File: src/rtl/csi_rx_pkt_ctrl_if.sv
// Stream bundle for the CSI-2 packet controller: aligned HS words in,
// AXI-Stream style video payload out.
interface csi_rx_pkt_ctrl_if;
   logic        DIN_VALID;
   logic [31:0] DIN;
   logic        M_VALID;
   logic [31:0] M_DATA;
   logic [3:0]  M_STRB;
   logic        M_LAST;
   logic        M_USER;

   // Controller side: consumes aligned words, produces payload beats.
   modport slave (
      input  DIN_VALID,
      input  DIN,
      output M_VALID,
      output M_DATA,
      output M_STRB,
      output M_LAST,
      output M_USER
   );

   // Source/sink side: drives aligned words, observes payload beats.
   modport master (
      output DIN_VALID,
      output DIN,
      input  M_VALID,
      input  M_DATA,
      input  M_STRB,
      input  M_LAST,
      input  M_USER
   );
endinterface

File: src/rtl/csi_rx_pkt_ctrl.sv
// CSI-2 receive packet controller: header parse with ECC check, frame/line
// sequencing from short packets, payload forwarding of the selected long
// packet type with SOF/EOL marking, and sticky debug error flags.
module csi_rx_pkt_ctrl #(
   parameter logic [1:0] VC_SEL = 2'd0,
   parameter logic [5:0] DT_SEL = 6'h2B
) (
   input  logic                     CLK,
   input  logic                     RST_N,
   csi_rx_pkt_ctrl_if.slave         bus,
   input  logic                     ERR_CLR,
   output logic                     FS_PULSE,
   output logic                     FE_PULSE,
   output logic                     FRAME_ACTIVE,
   output logic [15:0]              LINE_COUNT,
   output logic                     ERR_ECC,
   output logic                     ERR_TRUNC
);

   typedef enum logic [1:0] {
      ST_HDR     = 2'd0,
      ST_PAYLOAD = 2'd1,
      ST_DRAIN   = 2'd2
   } state_e;

   // Row masks of the CSI-2 header Hamming code over the 24 data bits.
   localparam logic [23:0] ECC_M0 = 24'hF12CB7;
   localparam logic [23:0] ECC_M1 = 24'hF2555B;
   localparam logic [23:0] ECC_M2 = 24'h749A6D;
   localparam logic [23:0] ECC_M3 = 24'hB8E38E;
   localparam logic [23:0] ECC_M4 = 24'hDF03F0;
   localparam logic [23:0] ECC_M5 = 24'hEFFC00;

   localparam logic [5:0] DT_FS       = 6'h00;
   localparam logic [5:0] DT_FE       = 6'h01;
   localparam logic [5:0] DT_LONG_MIN = 6'h10;

   // Six-bit ECC of a 24-bit packet header (DI + WC).
   function automatic logic [5:0] hdr_ecc(input logic [23:0] d);
      logic [5:0] p;
      p[0] = ^(d & ECC_M0);
      p[1] = ^(d & ECC_M1);
      p[2] = ^(d & ECC_M2);
      p[3] = ^(d & ECC_M3);
      p[4] = ^(d & ECC_M4);
      p[5] = ^(d & ECC_M5);
      return p;
   endfunction

   state_e      state_q, state_d;
   logic [15:0] remain_q, remain_d;
   logic        sof_pend_q, sof_pend_d;
   logic        frame_active_q, frame_active_d;
   logic [15:0] line_count_q, line_count_d;
   logic        fs_pulse_q, fs_pulse_d;
   logic        fe_pulse_q, fe_pulse_d;
   logic        err_ecc_q, err_ecc_d;
   logic        err_trunc_q, err_trunc_d;
   logic        m_valid_q, m_valid_d;
   logic [31:0] m_data_q, m_data_d;
   logic [3:0]  m_strb_q, m_strb_d;
   logic        m_last_q, m_last_d;
   logic        m_user_q, m_user_d;

   logic [1:0]  hdr_vc_s;
   logic [5:0]  hdr_dt_s;
   logic [15:0] hdr_wc_s;
   logic        hdr_ecc_ok_s;

   assign hdr_vc_s     = bus.DIN[7:6];
   assign hdr_dt_s     = bus.DIN[5:0];
   assign hdr_wc_s     = bus.DIN[23:8];
   assign hdr_ecc_ok_s = (hdr_ecc(bus.DIN[23:0]) == bus.DIN[29:24]);

   // State and output registers; reset aborts any packet in flight.
   always_ff @(posedge CLK or negedge RST_N) begin
      if (!RST_N) begin
         state_q        <= ST_HDR;
         remain_q       <= 16'd0;
         sof_pend_q     <= 1'b0;
         frame_active_q <= 1'b0;
         line_count_q   <= 16'd0;
         fs_pulse_q     <= 1'b0;
         fe_pulse_q     <= 1'b0;
         err_ecc_q      <= 1'b0;
         err_trunc_q    <= 1'b0;
         m_valid_q      <= 1'b0;
         m_data_q       <= 32'd0;
         m_strb_q       <= 4'd0;
         m_last_q       <= 1'b0;
         m_user_q       <= 1'b0;
      end else begin
         state_q        <= state_d;
         remain_q       <= remain_d;
         sof_pend_q     <= sof_pend_d;
         frame_active_q <= frame_active_d;
         line_count_q   <= line_count_d;
         fs_pulse_q     <= fs_pulse_d;
         fe_pulse_q     <= fe_pulse_d;
         err_ecc_q      <= err_ecc_d;
         err_trunc_q    <= err_trunc_d;
         m_valid_q      <= m_valid_d;
         m_data_q       <= m_data_d;
         m_strb_q       <= m_strb_d;
         m_last_q       <= m_last_d;
         m_user_q       <= m_user_d;
      end
   end

   // Packet sequencing: header decode, payload slicing and burst draining.
   always_comb begin
      state_d        = state_q;
      remain_d       = remain_q;
      sof_pend_d     = sof_pend_q;
      frame_active_d = frame_active_q;
      line_count_d   = line_count_q;
      fs_pulse_d     = 1'b0;
      fe_pulse_d     = 1'b0;
      // A clear in the same cycle as a new error loses to the error below.
      err_ecc_d      = ERR_CLR ? 1'b0 : err_ecc_q;
      err_trunc_d    = ERR_CLR ? 1'b0 : err_trunc_q;
      m_valid_d      = 1'b0;
      m_data_d       = m_data_q;
      m_strb_d       = 4'd0;
      m_last_d       = 1'b0;
      m_user_d       = 1'b0;

      case (state_q)
         ST_HDR: begin
            if (bus.DIN_VALID) begin
               if (!hdr_ecc_ok_s) begin
                  err_ecc_d = 1'b1;
                  state_d   = ST_DRAIN;
               end else if (hdr_dt_s < DT_LONG_MIN) begin
                  if (hdr_vc_s == VC_SEL) begin
                     if (hdr_dt_s == DT_FS) begin
                        // An FS inside an active frame simply restarts it.
                        frame_active_d = 1'b1;
                        line_count_d   = 16'd0;
                        sof_pend_d     = 1'b1;
                        fs_pulse_d     = 1'b1;
                     end else if ((hdr_dt_s == DT_FE) && frame_active_q) begin
                        frame_active_d = 1'b0;
                        sof_pend_d     = 1'b0;
                        fe_pulse_d     = 1'b1;
                     end else begin
                        frame_active_d = frame_active_q;
                     end
                  end else begin
                     frame_active_d = frame_active_q;
                  end
                  state_d = ST_DRAIN;
               end else if ((hdr_vc_s == VC_SEL) && (hdr_dt_s == DT_SEL) &&
                            frame_active_q && (hdr_wc_s != 16'd0)) begin
                  remain_d = hdr_wc_s;
                  state_d  = ST_PAYLOAD;
               end else begin
                  state_d = ST_DRAIN;
               end
            end else begin
               state_d = ST_HDR;
            end
         end

         ST_PAYLOAD: begin
            if (bus.DIN_VALID) begin
               m_valid_d  = 1'b1;
               m_data_d   = bus.DIN;
               m_user_d   = sof_pend_q;
               sof_pend_d = 1'b0;
               if (remain_q > 16'd4) begin
                  m_strb_d = 4'hF;
                  remain_d = remain_q - 16'd4;
               end else begin
                  case (remain_q[2:0])
                     3'd1:    m_strb_d = 4'h1;
                     3'd2:    m_strb_d = 4'h3;
                     3'd3:    m_strb_d = 4'h7;
                     default: m_strb_d = 4'hF;
                  endcase
                  m_last_d = 1'b1;
                  remain_d = 16'd0;
                  if (line_count_q != 16'hFFFF) begin
                     line_count_d = line_count_q + 16'd1;
                  end else begin
                     line_count_d = line_count_q;
                  end
                  state_d = ST_DRAIN;
               end
            end else begin
               // Burst ended mid-payload: the line is abandoned uncounted.
               err_trunc_d = 1'b1;
               remain_d    = 16'd0;
               state_d     = ST_HDR;
            end
         end

         ST_DRAIN: begin
            if (bus.DIN_VALID) begin
               state_d = ST_DRAIN;
            end else begin
               state_d = ST_HDR;
            end
         end

         default: begin
            state_d = ST_HDR;
         end
      endcase
   end

   assign bus.M_VALID   = m_valid_q;
   assign bus.M_DATA    = m_data_q;
   assign bus.M_STRB    = m_strb_q;
   assign bus.M_LAST    = m_last_q;
   assign bus.M_USER    = m_user_q;
   assign FS_PULSE      = fs_pulse_q;
   assign FE_PULSE      = fe_pulse_q;
   assign FRAME_ACTIVE  = frame_active_q;
   assign LINE_COUNT    = line_count_q;
   assign ERR_ECC       = err_ecc_q;
   assign ERR_TRUNC     = err_trunc_q;

endmodule

File: src/flat_wrapper.sv
// flat-port wrapper written by rule: the top's interface ports become plain ports
module csi_rx_pkt_ctrl_flat 
#(
   parameter logic [1:0] VC_SEL = 2'd0,
   parameter logic [5:0] DT_SEL = 6'h2B
)
  (CLK, RST_N, ERR_CLR, FS_PULSE, FE_PULSE, FRAME_ACTIVE, LINE_COUNT, ERR_ECC, ERR_TRUNC, bus_DIN_VALID, bus_DIN, bus_M_VALID, bus_M_DATA, bus_M_STRB, bus_M_LAST, bus_M_USER);
  csi_rx_pkt_ctrl_if bus_i ();
  input  logic CLK;
  input  logic RST_N;
  input  logic ERR_CLR;
  output logic FS_PULSE;
  output logic FE_PULSE;
  output logic FRAME_ACTIVE;
  output logic [15:0] LINE_COUNT;
  output logic ERR_ECC;
  output logic ERR_TRUNC;
  input wire logic [$bits(bus_i.DIN_VALID)-1:0] bus_DIN_VALID;
  input wire logic [$bits(bus_i.DIN)-1:0] bus_DIN;
  output wire logic [$bits(bus_i.M_VALID)-1:0] bus_M_VALID;
  output wire logic [$bits(bus_i.M_DATA)-1:0] bus_M_DATA;
  output wire logic [$bits(bus_i.M_STRB)-1:0] bus_M_STRB;
  output wire logic [$bits(bus_i.M_LAST)-1:0] bus_M_LAST;
  output wire logic [$bits(bus_i.M_USER)-1:0] bus_M_USER;
  assign bus_i.DIN_VALID = bus_DIN_VALID;
  assign bus_i.DIN = bus_DIN;
  assign bus_M_VALID = bus_i.M_VALID;
  assign bus_M_DATA = bus_i.M_DATA;
  assign bus_M_STRB = bus_i.M_STRB;
  assign bus_M_LAST = bus_i.M_LAST;
  assign bus_M_USER = bus_i.M_USER;
  csi_rx_pkt_ctrl #(.VC_SEL(VC_SEL), .DT_SEL(DT_SEL)) u_core (.CLK(CLK), .RST_N(RST_N), .bus(bus_i), .ERR_CLR(ERR_CLR), .FS_PULSE(FS_PULSE), .FE_PULSE(FE_PULSE), .FRAME_ACTIVE(FRAME_ACTIVE), .LINE_COUNT(LINE_COUNT), .ERR_ECC(ERR_ECC), .ERR_TRUNC(ERR_TRUNC));
endmodule
File: config.mk
export PLATFORM = sky130hd
export DESIGN_NAME = csi_rx_pkt_ctrl_flat
export DESIGN_NICKNAME = d
export VERILOG_FILES = /design/src/rtl/csi_rx_pkt_ctrl_if.sv /design/src/rtl/csi_rx_pkt_ctrl.sv /design/src/flat_wrapper.sv
export SDC_FILE = /design/constraint.sdc
export NUM_CORES = 1
export LEC_CHECK = 0
export ABC_AREA = 1
export CELL_PAD_IN_SITES_DETAIL_PLACEMENT = 1
export CELL_PAD_IN_SITES_GLOBAL_PLACEMENT = 2
export CORE_MARGIN = 2
export CORE_UTILIZATION = 36
export DETAILED_ROUTE_END_ITERATION = 6
export DONT_BUFFER_PORTS = 1
export GPL_TIMING_DRIVEN = 0
export PLACE_DENSITY = 0.82
export REMOVE_ABC_BUFFERS = 1
export SLEW_MARGIN = 20
export SYNTH_ARGS = -nofsm -noshare
export SYNTH_HDL_FRONTEND = slang
export SYNTH_SLANG_ARGS = --single-unit
File: constraint.sdc
create_clock -name CLK -period 2.43 [get_ports CLK]
set_clock_uncertainty 0.05 [all_clocks]
set_input_delay 0.1215 -clock CLK [delete_from_list [all_inputs] [get_ports CLK]]
set_output_delay 0.1215 -clock CLK [all_outputs]
set_load 0.01 [all_outputs]
# Yosys cells after proc, flatten, opt, wreduce, memory -nomap -nowiden
# Cells that the tools add are included.
[totals]
ff_bits = 79
input_bits = 36
out_inout_bits = 60
word_cells = 123
[classes]
n_addsub = 2
magnitude_cmp = 2
eq_ne = 21
mux = 63
n_reduce_logical = 21
[op_table]
columns = ["operator", "n"]
rows = [
  ["$mux 16", 14],
  ["$reduce_xor 24->1", 6],
  ["$pmux 16 s2", 2],
  ["$mux 1", 34],
  ["$add 16x1->16 const B", 1],
  ["$gt 16x3->1 const B", 1],
  ["$ne 16x16->1 const B", 1],
  ["$reduce_bool 16->1", 1],
  ["$sub 16x3->16 const B", 1],
  ["$mux 2", 7],
  ["$mux 4", 3],
  ["$ne 2x1->1 const B", 6],
  ["$pmux 4 s3", 1],
  ["$reduce_and 9->1", 1],
  ["$ne 2x2->1 const B", 4],
  ["$reduce_and 7->1", 1],
  ["$eq 3x2->1 const B", 2],
  ["$eq 6x1->1 const B", 1],
  ["$eq 6x6->1", 1],
  ["$eq 6x6->1 const B", 1],
  ["$logic_not 6->1", 1],
  ["$lt 6x5->1 const B", 1],
  ["$pmux 2 s3", 1],
  ["$reduce_and 6->1", 1],
  ["11 further kinds", 16],
]

# Longest topological paths before layout
# Gate-level depths: netlist of the first run.
[depth]
ltp_word = 9
depth_mapped = 19
mapped_depth_nobuf = 18

# Worst setup path after synthesis of the first run
# Ideal clock, no wire load.
[synth_timing]
path_type = "register -> register"
start = "reg u_core.state_q[0]"
end = "reg u_core.line_count_q[4], in the netlist u_core.LINE_COUNT[4]"
setup_ns = 0.117
arrival_ns = 1.864
t_required_ns = 2.263
path_slack_ns = 0.399
path_stages_with_launch = 13
n_path_buf = 2
synth_period_minus_slack_ns = 2.031
cell_sequence = "dfrtp_1 > inv_1 > ha_1 > buf_2 > nor2_1 > clkinv_1 > nand3_1 > a21o_1 > a21oi_4 > nand3_4 > buf_6 > nand2_1 > nand2_1"
[synth_via]
elab_chain_cells = 3
word_cells_on_any_way = 13
cone_classes = "9 x eq/ne; 1 x mux; 3 x reduce/logical"
[synth_rtl]
columns = ["item", "line", "rtl"]
rows = [
  ["start: declaration", "csi_rx_pkt_ctrl.sv:50", "state_e state_q, state_d;"],
  ["start signal: assignment", "csi_rx_pkt_ctrl.sv:93", "state_q <= state_d;"],
  ["$eq 2x1->1 / $logic_not 2->1 (equally long branches)", "csi_rx_pkt_ctrl.sv:128", "case (state_q)"],
  ["$ne 2x2->1 (no source line) (tied with other cells)", "n/a", ""],
  ["$reduce_and 9->1 (no source line)", "n/a", ""],
  ["end signal: assignment", "csi_rx_pkt_ctrl.sv:97", "line_count_q <= line_count_d;"],
  ["end: declaration", "csi_rx_pkt_ctrl.sv:54", "logic [15:0] line_count_q, line_count_d;"],
]
# Several ways; a longest one is shown, not always the timed one.
# A chain may end at the register's enable or synchronous reset.

# Worst setup path in the final report of the first run
[layout_timing]
start = "reg u_core.line_count_q[0], in the netlist u_core.LINE_COUNT[0]"
end = "reg u_core.line_count_q[14], in the netlist u_core.LINE_COUNT[14]"
[layout_via]
elab_chain_cells = 5
word_cells_on_any_way = 8
cone_classes = "1 x add/sub; 2 x eq/ne; 4 x mux; 1 x reduce/logical"
[layout_rtl]
columns = ["item", "line", "rtl"]
rows = [
  ["$add 16x1->16", "csi_rx_pkt_ctrl.sv:184", "line_count_d = line_count_q + 16'd1;"],
  ["$mux 16", "csi_rx_pkt_ctrl.sv:183", "if (line_count_q != 16'hFFFF) begin"],
  ["$mux 16", "csi_rx_pkt_ctrl.sv:171", "if (remain_q > 16'd4) begin"],
  ["$mux 16", "csi_rx_pkt_ctrl.sv:166", "if (bus.DIN_VALID) begin"],
  ["$pmux 16 s2", "csi_rx_pkt_ctrl.sv:128", ""],
]
# Several ways; a longest one is shown, not always the timed one. The select of a mux whose other input is x is not followed.

==> results of run 1 <==
## synthesized netlist by cell type (all sizes together)
cell type    n
nand2      268
inv         91
dfrtp       78
nor2        44
nand3       43
nand4       41
o21ai       37
ha          23
xor2        18
buf         13
o22ai       13
clkbuf      12
xnor2       12
a21oi       11
nor3         8
a211oi       3
clkinv       2
nand3b       2
o211ai       2
o21bai       2
o31ai        2
a21o         1
a22o         1
a41oi        1
and3         1
nor3b        1
or2          1
## critical path: stages, from the launching register on
cell     delay [ns]
dfrtp_1        0.47
ha_1           0.22
nand2_1        0.07
inv_2          0.08
nand3_1        0.10
nor2_2         0.20
nand2_2        0.13
nor3_2         0.15
nand3_1        0.09
nand2_1        0.11
a21oi_4        0.07
buf_4          0.20
nand4_1        0.10
nand2_1        0.08
## cells by family (layout without fill, tap and decap cells)
kind of cell / after synthesis / count (layout)
AOI/OAI and AO/OA: 73 / 73
xor gates and xnor gates: 30 / 30
adders and majority gates: 23 / 23
buffers and inverters: 118 / 141
DFF: 78 / 78
and+or+nand+nor: 409 / 409
## registers in the layout (all words and copies together) (netlist names)
name and cells:
u_core.remain_q 16, u_core.FS_PULSE 1, u_core.bus.M_STRB 3, u_core.FE_PULSE 1
u_core.bus.M_VALID 1, u_core.sof_pend_q 1, u_core.bus.M_USER 1, u_core.ERR_TRUNC 1
u_core.FRAME_ACTIVE 1, u_core.bus.M_DATA 32, u_core.state_q 2, u_core.LINE_COUNT 16
u_core.ERR_ECC 1, u_core.bus.M_LAST 1
## metal layers
layer,vias up,GRT usage (%)
met1,2357,27.8
met4,0,7.01
met5,-,0
met2,77,36.6
li1,2387,-
met3,18,3.95
## path summary, 6_finish.rpt
check                                             end  slack (ns)  cells past startpoint
worst min-delay path            u_core.bus.M_DATA[21]       0.003                      2
min in group asynchronous       u_core.LINE_COUNT[13]        0.30                      2
worst max-delay path            u_core.LINE_COUNT[14]        0.20                     13
max in group asynchronous         u_core.remain_q[13]        1.70                      2
worst min register to register    u_core.remain_q[10]        0.43                      2
worst max register to register  u_core.LINE_COUNT[14]        0.20                     13
## power breakdown
part | internal (uW) | leakage (uW) | switching [uW]
Sequential | 1430 | 0.00106 | 141
Clock | 725 | 0.000132 | 599
Combinational | 408 | 0.00189 | 744
Total | 2560 | 0.00308 | 1480
## repair_timing
action                                  4_1_cts  5_1_grt
resized for setup                             8        6
cloned                                        0        0
hold endpoints to repair                    102        0
pin swaps                                     0        1
hold buffers                                 25        0
setup buffers                                 2        4
endpoints found under the setup margin       64       22
## layout by cell type (no fill, tap or decap), types with 13 or more instances in the layout
master         count
xor2_1            18
o22ai_1           13
dlygate4sd3_1     24
nand4_1           41
ha_1              20
dfrtp_1           78
inv_1             82
nand3_1           40
nor2_1            37
o21ai_0           36
nand2_1          257
## stage by stage
step	power [uW]	TNS [ns]
after global routing	4350	-0.00848
final	4040	0
after detailed placement	2650	-42.90
after floorplan	2390	-13.78
after global placement	2600	-98.93
after CTS	4070	0
## layout make-up
cell class              instances  share of cell area [%]
multi-input cells             535                    47.5
flip-flops and latches         78                    32.5
inverters                      93                    5.91
repair buffers                 32                    5.60
clock buffers                  10                    3.97
well taps                     184                    3.83
clock inverters                 6                   0.749
==> key figures, run 1 <==
Hold path
  • Worst Hold Launch: bus_DIN[21]
  • HP Class: in2reg

Run
  • Max-Cap Viols: 0

Clocking
  • Clk buf depth: 2
  • Clock tree sinks: 78
  • Clk Tree Root Cell: clkbuf_16
  • CTS tree: yes
  • CTS Buf Count: 9
  • H-Tree Depth: 3
  • Clock transition at the registers of the reported paths: 0.07 ns
  • Worst-Skew Late Latency: 0.35 ns

Place
  • DP Area: 0.00535 mm^2
  • Final RePlAce weighted congestion: 0.835
  • Post-Place Worst Slack: -1.42 ns
  • Port bufs: 0
  • DP Cell Count: 891
  • Detailed Place HPWL: 11.3 mm

Critical path
  • WS Path Type: reg2reg
  • Critical Path RT: 2.62 ns
  • Startpoint Class: register
  • CP startpoint: u_core.LINE_COUNT[0]
  • Critical path arrival: 2.42 ns
  • Worst setup EP type: register
  • Maximum fanout along the worst path: 16
  • R2R Path Start: u_core.LINE_COUNT[0]

Timing
  • Slew Limit Headroom: 52.1%
  • Crit path time final: 2.23 ns
  • Final hold slack: 0.00336 ns
  • Final Hold Viols: 0
  • PnR worst setup slack: 0.196 ns
  • Slew @ Worst Pin: 0.717 ns
  • Setup violators final: 0
  • Max Slew Vio Count: 0
  • Post-route clock period utilization: 91.9%
  • Max Fclk: 448 MHz

Die
  • Die height: 125 um
  • Row cnt: 44
  • Chip Width: 125 um
  • Initial Util: 36.5%
  • Core ar.: 0.0144 mm^2
  • Full die area: 0.0155 mm^2
  • Top Ports: 96

Power
  • Max VDD drop: 336 uV
  • Static leakage: 0.00308 uW
  • Power density over cell area: 673 mW/mm^2

Route
  • DR DRC count: 0
  • Avg Vias per Cell: 5.16
  • Total iterations of the first detailed-routing run: 4
  • First DRT Iteration DRCs: 235
  • Metal-1 WL: 7.28 mm
  • Top Layer Used: met4
  • WL per Instance: 16.9 um
  • Routed Antenna Nets: 0
  • Via count: 4839
  • WL final: 15.8 mm
  • Met2 routed WL: 7.65 mm
  • Met3 wire len: 615 um

Synth
  • Post-synth top area share: 37.3%
  • Largest family of logic cells by synthesized area: simple AND/OR/NAND/NOR gates
  • XOR/XNOR Fraction of Synth Area: 5.02%
  • Post-Synth Adder-Cell Area: 5.49%
  • Post-synthesis register bit count: 78
  • Largest area contributor in the synthesized netlist: dfrtp_1
  • Simple-Gate Fraction of Synth Area: 34.7%
  • Mux share of post-synthesis cell area: 0%
  • Gate Count Post-Synth: 731
  • Largest cells by area after synthesis: dfrtp_1 (37%), nand2_1 (19%), inv_1 (5.9%)
  • Register area share after synthesis: 37.3%
  • Post-synth cell types: 39
  • Synth Area in Compound Gates: 8.19%
  • Avg Cell Area, Syn: 7.17 um^2
  • Ys Warns: 0
  • Synthesized area: 0.00524 mm^2

Final layout
  • ANT cells: 0
  • Area of the multi-input gates: 0.00286 mm^2
  • Post-route insts no fill: 938
  • Final Util: 41.8%
  • Share of layout cells above drive strength 1: 8.22%
  • Area Overhead vs Synth: 14.8%
  • Post-route cell area: 0.00601 mm^2
  • Register Area: 0.00195 mm^2
  • Fill cells: 1833
  • Final nets: 808

Run status
  • Status: complete, no violations

GRT
  • Global-route wire length before repair: 27.1 mm
  • Largest net degree at the start of global routing: 79
  • Antenna violations before repair: 0
  • Global Route Usage Sum: 21.6%
  • Vias in the first global route: 5293
  • Grt ovf: 0
Power figures use the tool's default switching activity.
==> run 2, diff against run 1 <==
--- a/config.mk
+++ b/config.mk
@@ -13,6 +13,7 @@
 export DETAILED_ROUTE_END_ITERATION = 6
 export DONT_BUFFER_PORTS = 1
 export GPL_TIMING_DRIVEN = 0
+export HOLD_SLACK_MARGIN = 0.15
 export PLACE_DENSITY = 0.82
 export REMOVE_ABC_BUFFERS = 1
 export SLEW_MARGIN = 20
==> run 2 against run 1 <==
Net effect:
- combinational power about the same
- first-iteration DRC count shrank 4.3%
- register-to-register slack about the same
- sequential power about the same
- largest power group unchanged
- clock power hardly changed
- global-route usage grew 0.37 points
- maximum frequency down 0.30%
- cell area increased by 2.3%
- final cell count rose by 1.4%
- routed wire length rose by 2.5%
==> key figures, run 2 (synthesized netlist as in run 1, its figures left out) <==
Run status
  • Status: complete, no violations

Critical path
  • Worst setup EP type: register
  • Startpoint Class: register
  • Critical path arrival: 2.43 ns
  • WS Path Type: reg2reg
  • Maximum fanout along the worst path: 44
  • Worst R2R Setup Slack: 0.19 ns
  • Critical Path RT: 2.62 ns
  • R2R Path End: u_core.bus.M_DATA[30]
  • R2R Path Start: u_core.state_q[1]
  • Cells on worst reg2reg path: 8

Die
  • Initial Util: 36.5%
  • Top Ports: 96
  • Chip Width: 125 um
  • Die height: 125 um
  • Core ar.: 0.0144 mm^2
  • Row cnt: 44
  • Full die area: 0.0155 mm^2

Clocking
  • CTS Buf Count: 9
  • Clk Tree Root Cell: clkbuf_16
  • Clock transition at the registers of the reported paths: 0.07 ns
  • Clock tree sinks: 78
  • CTS tree: yes
  • Clk buf depth: 2
  • Worst-Skew Late Latency: 0.36 ns
  • H-Tree Depth: 3

Timing
  • Max Fclk: 446 MHz
  • Slew @ Worst Pin: 0.701 ns
  • Setup violators final: 0
  • Max Slew Vio Count: 0
  • Slew Limit Headroom: 53.1%
  • Fin Setup TNS: 0 ns
  • Final Hold Viols: 0
  • Post-route clock period utilization: 92.2%
  • RSZ-0062 raised after global routing: no
  • Crit path time final: 2.24 ns

Final layout
  • Most common cell after layout, fill and taps aside: nand2_1
  • Fill cells: 1831
  • Post-route insts no fill: 951
  • Largest register FFs: 32
  • Area Overhead vs Synth: 17.4%
  • ANT cells: 0
  • Share of layout cells above drive strength 1: 8.08%
  • Final nets: 821
  • Final Util: 42.8%
  • Post-route cell area: 0.00615 mm^2
  • Commonest cells after routing, fill and taps aside: nand2_1 (257), inv_1 (82), dfrtp_1 (78)

Power
  • Max VDD drop: 341 uV
  • Static leakage: 0.00313 uW
  • Tot Pwr: 4080 uW
  • Power density over cell area: 663 mW/mm^2

Route
  • WL final: 16.2 mm
  • Routed Antenna Nets: 0
  • WL per Instance: 17.1 um
  • DR DRC count: 0
  • Via count: 4922
  • Total iterations of the first detailed-routing run: 4
  • First DRT Iteration DRCs: 225
  • Avg Vias per Cell: 5.18

GRT
  • Largest net degree at the start of global routing: 79
  • Grt ovf: 0
  • Global-route wire length before repair: 27.5 mm
  • Antenna violations before repair: 0
  • Vias in the first global route: 5325
  • Global Route Usage Sum: 21.9%

Hold path
  • Hold depth: 4
  • Hold path endpoint: u_core.remain_q[9]
  • Worst Hold Launch: bus_DIN[17]
  • HP Class: in2reg

Place
  • Port bufs: 0
  • Detailed Place HPWL: 11.3 mm
  • Final RePlAce weighted congestion: 0.835
  • DP Area: 0.00535 mm^2
  • DP Cell Count: 891

Run
  • Max-Cap Viols: 0
==> run 2: layout make-up <==
class	instances	area, um^2	area share [%]
Multi-Input combinational cell	535	2860	46.6
Clock buffer	10	239	3.88
Tap cell	184	230	3.74
Clock inverter	6	45.0	0.732
Inverter	93	355	5.78
Sequential cell	78	1950	31.7
Timing Repair Buffer	45	467	7.59
==> run 2: metrics by stage <==
stage	worst slack (ns)	hold slack, ns
3_3_place_gp	-2.47	-0.221
6_report	0.189	0.159
3_5_place_dp	-1.42	-0.220
5_1_grt	0.00169	0.188
4_1_cts	0.0168	0.152
2_1_floorplan	-0.789	-0.224
==> run 2: repair_timing <==
action	in CTS	in global routing
buffers inserted	2	4
gates resized for setup	8	7
endpoints found under the setup margin	64	23
hold endpoints to repair	130	0
hold buffers	38	0
pin swaps	0	1
==> run 2: worst max-delay path by stage <==
stage	start	to	slack (ns)
6_report	u_core.state_q[1]	u_core.bus.M_DATA[30]	0.19
5_1_grt	u_core.LINE_COUNT[0]	u_core.LINE_COUNT[14]	0.002
4_1_cts	u_core.state_q[1]	u_core.remain_q[15]	0.02
3_5_place_dp	u_core.state_q[1]	u_core.remain_q[15]	-1.42
3_3_place_gp	u_core.state_q[1]	u_core.remain_q[15]	-2.47
2_1_floorplan	u_core.state_q[1]	u_core.remain_q[15]	-0.79
==> run 2: power by group <==
| group | switching, uW | leakage, uW | internal (uW) | total [uW] |
|---|---|---|---|---|
| registers | 144 | 0.00106 | 1430 | 1570 |
| logic | 753 | 0.00194 | 421 | 1170 |
| clock network | 611 | 0.000132 | 726 | 1340 |
| total | 1510 | 0.00313 | 2570 | 4080 |
==> run 2: critical path, stage by stage, from the launching register on <==
cell           delay, ns
dfrtp_1             0.38
inv_1               0.11
ha_4                0.20
nand2_8             0.15
buf_12              0.21
clkinvlp_4          0.26
nand2_1             0.13
nand2_1             0.05
dlygate4sd3_1       0.55
==> run 2: routing by layer <==
layer | up-vias | global-route usage (%) | wire length, um
met5 | - | 0 | 0
met2 | 82 | 37.6 | 7960
met4 | 0 | 6.21 | 207
met1 | 2407 | 28.3 | 7460
met3 | 16 | 4.04 | 598
li1 | 2417 | - | -
==> run 3, diff against run 2 <==
--- a/config.mk
+++ b/config.mk
@@ -6,6 +6,7 @@
 export NUM_CORES = 1
 export LEC_CHECK = 0
 export ABC_AREA = 1
+export ABC_CLOCK_PERIOD_IN_PS = 2430
 export CELL_PAD_IN_SITES_DETAIL_PLACEMENT = 1
 export CELL_PAD_IN_SITES_GLOBAL_PLACEMENT = 2
 export CORE_MARGIN = 2
@@ -14,7 +15,7 @@
 export DONT_BUFFER_PORTS = 1
 export GPL_TIMING_DRIVEN = 0
 export HOLD_SLACK_MARGIN = 0.15
-export PLACE_DENSITY = 0.82
+export PLACE_DENSITY = 0.77
 export REMOVE_ABC_BUFFERS = 1
 export SLEW_MARGIN = 20
 export SYNTH_ARGS = -nofsm -noshare
==> run 3 against run 2 <==
Net effect:
- sequential share of layout area grew 0.085 points
- first-iteration DRC count increased by 5.8%
- global-route usage rose by 0.074 points
- total power fell by 1.6%
- flip-flop and latch count stayed put
- setup slack hardly changed
- cell area decreased by 0.20%
- non-clock buffer count is 1 lower
==> key figures, run 3 (synthesized netlist as in run 1, its figures left out) <==
GRT
  • Grt ovf: 0
  • GR peak layer: met2
  • Global Route Usage Sum: 22.0%
  • M2 GR Usage: 38.1%
  • Grt met1 use: 26.7%
  • Global-route wire length before repair: 27.4 mm
  • Vias in the first global route: 5304
  • Met3 usage: 4.30%
  • Antenna violations before repair: 0
  • Largest net degree at the start of global routing: 79

Final layout
  • Share of layout cells above drive strength 1: 7.97%
  • Final Util: 42.7%
  • Post-route insts no fill: 949
  • Final nets: 820
  • Most common cell after layout, fill and taps aside: nand2_1
  • Area Overhead vs Synth: 17.2%
  • ANT cells: 0
  • Fill cells: 1790
  • Largest register FFs: 32
  • Commonest cells after routing, fill and taps aside: nand2_1 (257), inv_1 (81), dfrtp_1 (77)

Critical path
  • Critical-path cell list: inv_1 > ha_4 > nor2_1 > inv_4 > nand3_1 > a21o_1 > a21oi_4 > nand3_4 > nand2_1 > nand2_1
  • Critical Path End: u_core.LINE_COUNT[1]
  • R2R Path Start: u_core.state_q[1]
  • Worst setup EP type: register
  • Worst R2R Setup Slack: 0.19 ns
  • WS Path Type: reg2reg
  • Cells on worst reg2reg path: 10
  • Startpoint Class: register
  • Critical Path RT: 2.61 ns
  • R2R Path End: u_core.LINE_COUNT[1]
  • Stages on worst setup path: 10
  • Cell repeated most along the worst path: nand2_1
  • Largest delay share family, worst path: simple AND/OR/NAND/NOR gates
  • Critical Path Max Stage Delay: 0.40 ns
  • Slowest-stage cell, CP: dfrtp_1
  • Critical path arrival: 2.42 ns
  • Maximum fanout along the worst path: 19
  • Worst Path Buf+Inv: 2
  • CP startpoint: u_core.state_q[1]

Power
  • Max VDD drop: 391 uV
  • Combinational share of power: 29.1%
  • Power density over cell area: 654 mW/mm^2
  • Switching Share: 36.3%
  • P_sw: 1460 uW
  • Flop pwr share: 39.0%
  • Static leakage: 0.00313 uW
  • Internal power: 2560 uW
  • Clk pwr share: 31.9%

Timing
  • Setup violators final: 0
  • Slew Limit Headroom: 52.5%
  • Final Hold Viols: 0
  • Max Slew Vio Count: 0
  • Crit path time final: 2.24 ns
  • Post-route clock period utilization: 92.2%
  • Max Fclk: 446 MHz
  • RSZ-0062 raised after global routing: no
  • Slew @ Worst Pin: 0.711 ns

Die
  • Initial Util: 36.5%
  • Full die area: 0.0155 mm^2
  • Top Ports: 96
  • Chip Width: 125 um
  • Row cnt: 44
  • Core ar.: 0.0144 mm^2
  • Die height: 125 um

Route
  • Via count: 4971
  • WL per Instance: 17.4 um
  • Total iterations of the first detailed-routing run: 4
  • Avg Vias per Cell: 5.24
  • First DRT Iteration DRCs: 238
  • Routed Antenna Nets: 0
  • WL final: 16.5 mm
  • DR DRC count: 0

Clocking
  • Clk Tree Root Cell: clkbuf_16
  • Clock transition at the registers of the reported paths: 0.06 ns
  • H-Tree Depth: 3
  • Clk buf depth: 2
  • CTS tree: yes
  • CTS Buf Count: 9
  • Worst-Skew Late Latency: 0.35 ns
  • Clock tree sinks: 78

Place
  • Detailed Place HPWL: 11.3 mm
  • DP Cell Count: 891
  • Port bufs: 0
  • Final RePlAce weighted congestion: 0.802

Run status
  • Status: complete, no violations

Run
  • Max-Cap Viols: 0

Hold path
  • HP Class: in2reg
run 3: per-layer routing:
metal  vias to the layer above  part of all wire, %
li1                       2420                    -
met1                      2444                   43
met2                        79                   50
met3                        28                  3.8
met5                         -                    0
met4                         0                  2.9
run 3: cell type report:
cell class / count / area, um^2 / share of cell area, %
flip-flops and latches: 78 / 1950 / 31.8
multi-input cells: 535 / 2870 / 46.7
clock inverters: 4 / 23.8 / 0.387
well taps: 184 / 230 / 3.75
clock buffers: 11 / 243 / 3.95
inverters: 93 / 355 / 5.79
repair buffers: 44 / 468 / 7.62
run 3: tightest hold or removal path, delay by kind of cell:
family | cells | cell delay, ns
AOI/OAI and AO/OA | 1 | 0.12
buffers and inverters | 1 | 0.15
and+or+nand+nor | 2 | 0.13
run 3: power by group through the flow:
stage,Combinational [uW],Clock [uW],Sequential (uW)
global placement,1020,0,1580
CTS,1160,1320,1570
global route,1330,1360,1590
detailed placement,1060,0,1590
finish,1170,1280,1570
floorplan,837,0,1550
run 3: worst min path at each step:
stage | from | slack (ns) | depth (start not counted) | endpoint
global route | bus_DIN[15] | 0.18 | 4 | u_core.remain_q[7]
finish | bus_DIN[13] | 0.17 | 4 | u_core.remain_q[5]
floorplan | RST_N | -0.22 | 0 | u_core.ERR_ECC
detailed placement | RST_N | -0.22 | 0 | u_core.bus.M_DATA[6]
global placement | RST_N | -0.22 | 0 | u_core.bus.M_DATA[1]
CTS | bus_DIN[5] | 0.16 | 4 | u_core.FS_PULSE
run 3: repair_timing:
item,4_1_cts,5_1_grt
endpoints found under the hold margin,131,0
setup buffers,3,3
hold buffers,37,0
setup endpoints to repair,74,20
pin swaps,0,1
cloned,0,0
resized for setup,9,9
run 3: through the flow:
stage | cell area (um^2) | total power, uW | hold slack (ns) | setup WS (ns) | TNS [ns]
floorplan | 5100 | 2390 | -0.224 | -0.789 | -13.78
global placement | 5330 | 2600 | -0.221 | -2.76 | -108.89
detailed placement | 5360 | 2650 | -0.221 | -1.73 | -56.60
CTS | 6080 | 4040 | 0.161 | 0.0765 | 0
global route | 6140 | 4290 | 0.184 | 0.0131 | 0
finish | 6140 | 4020 | 0.170 | 0.190 | 0
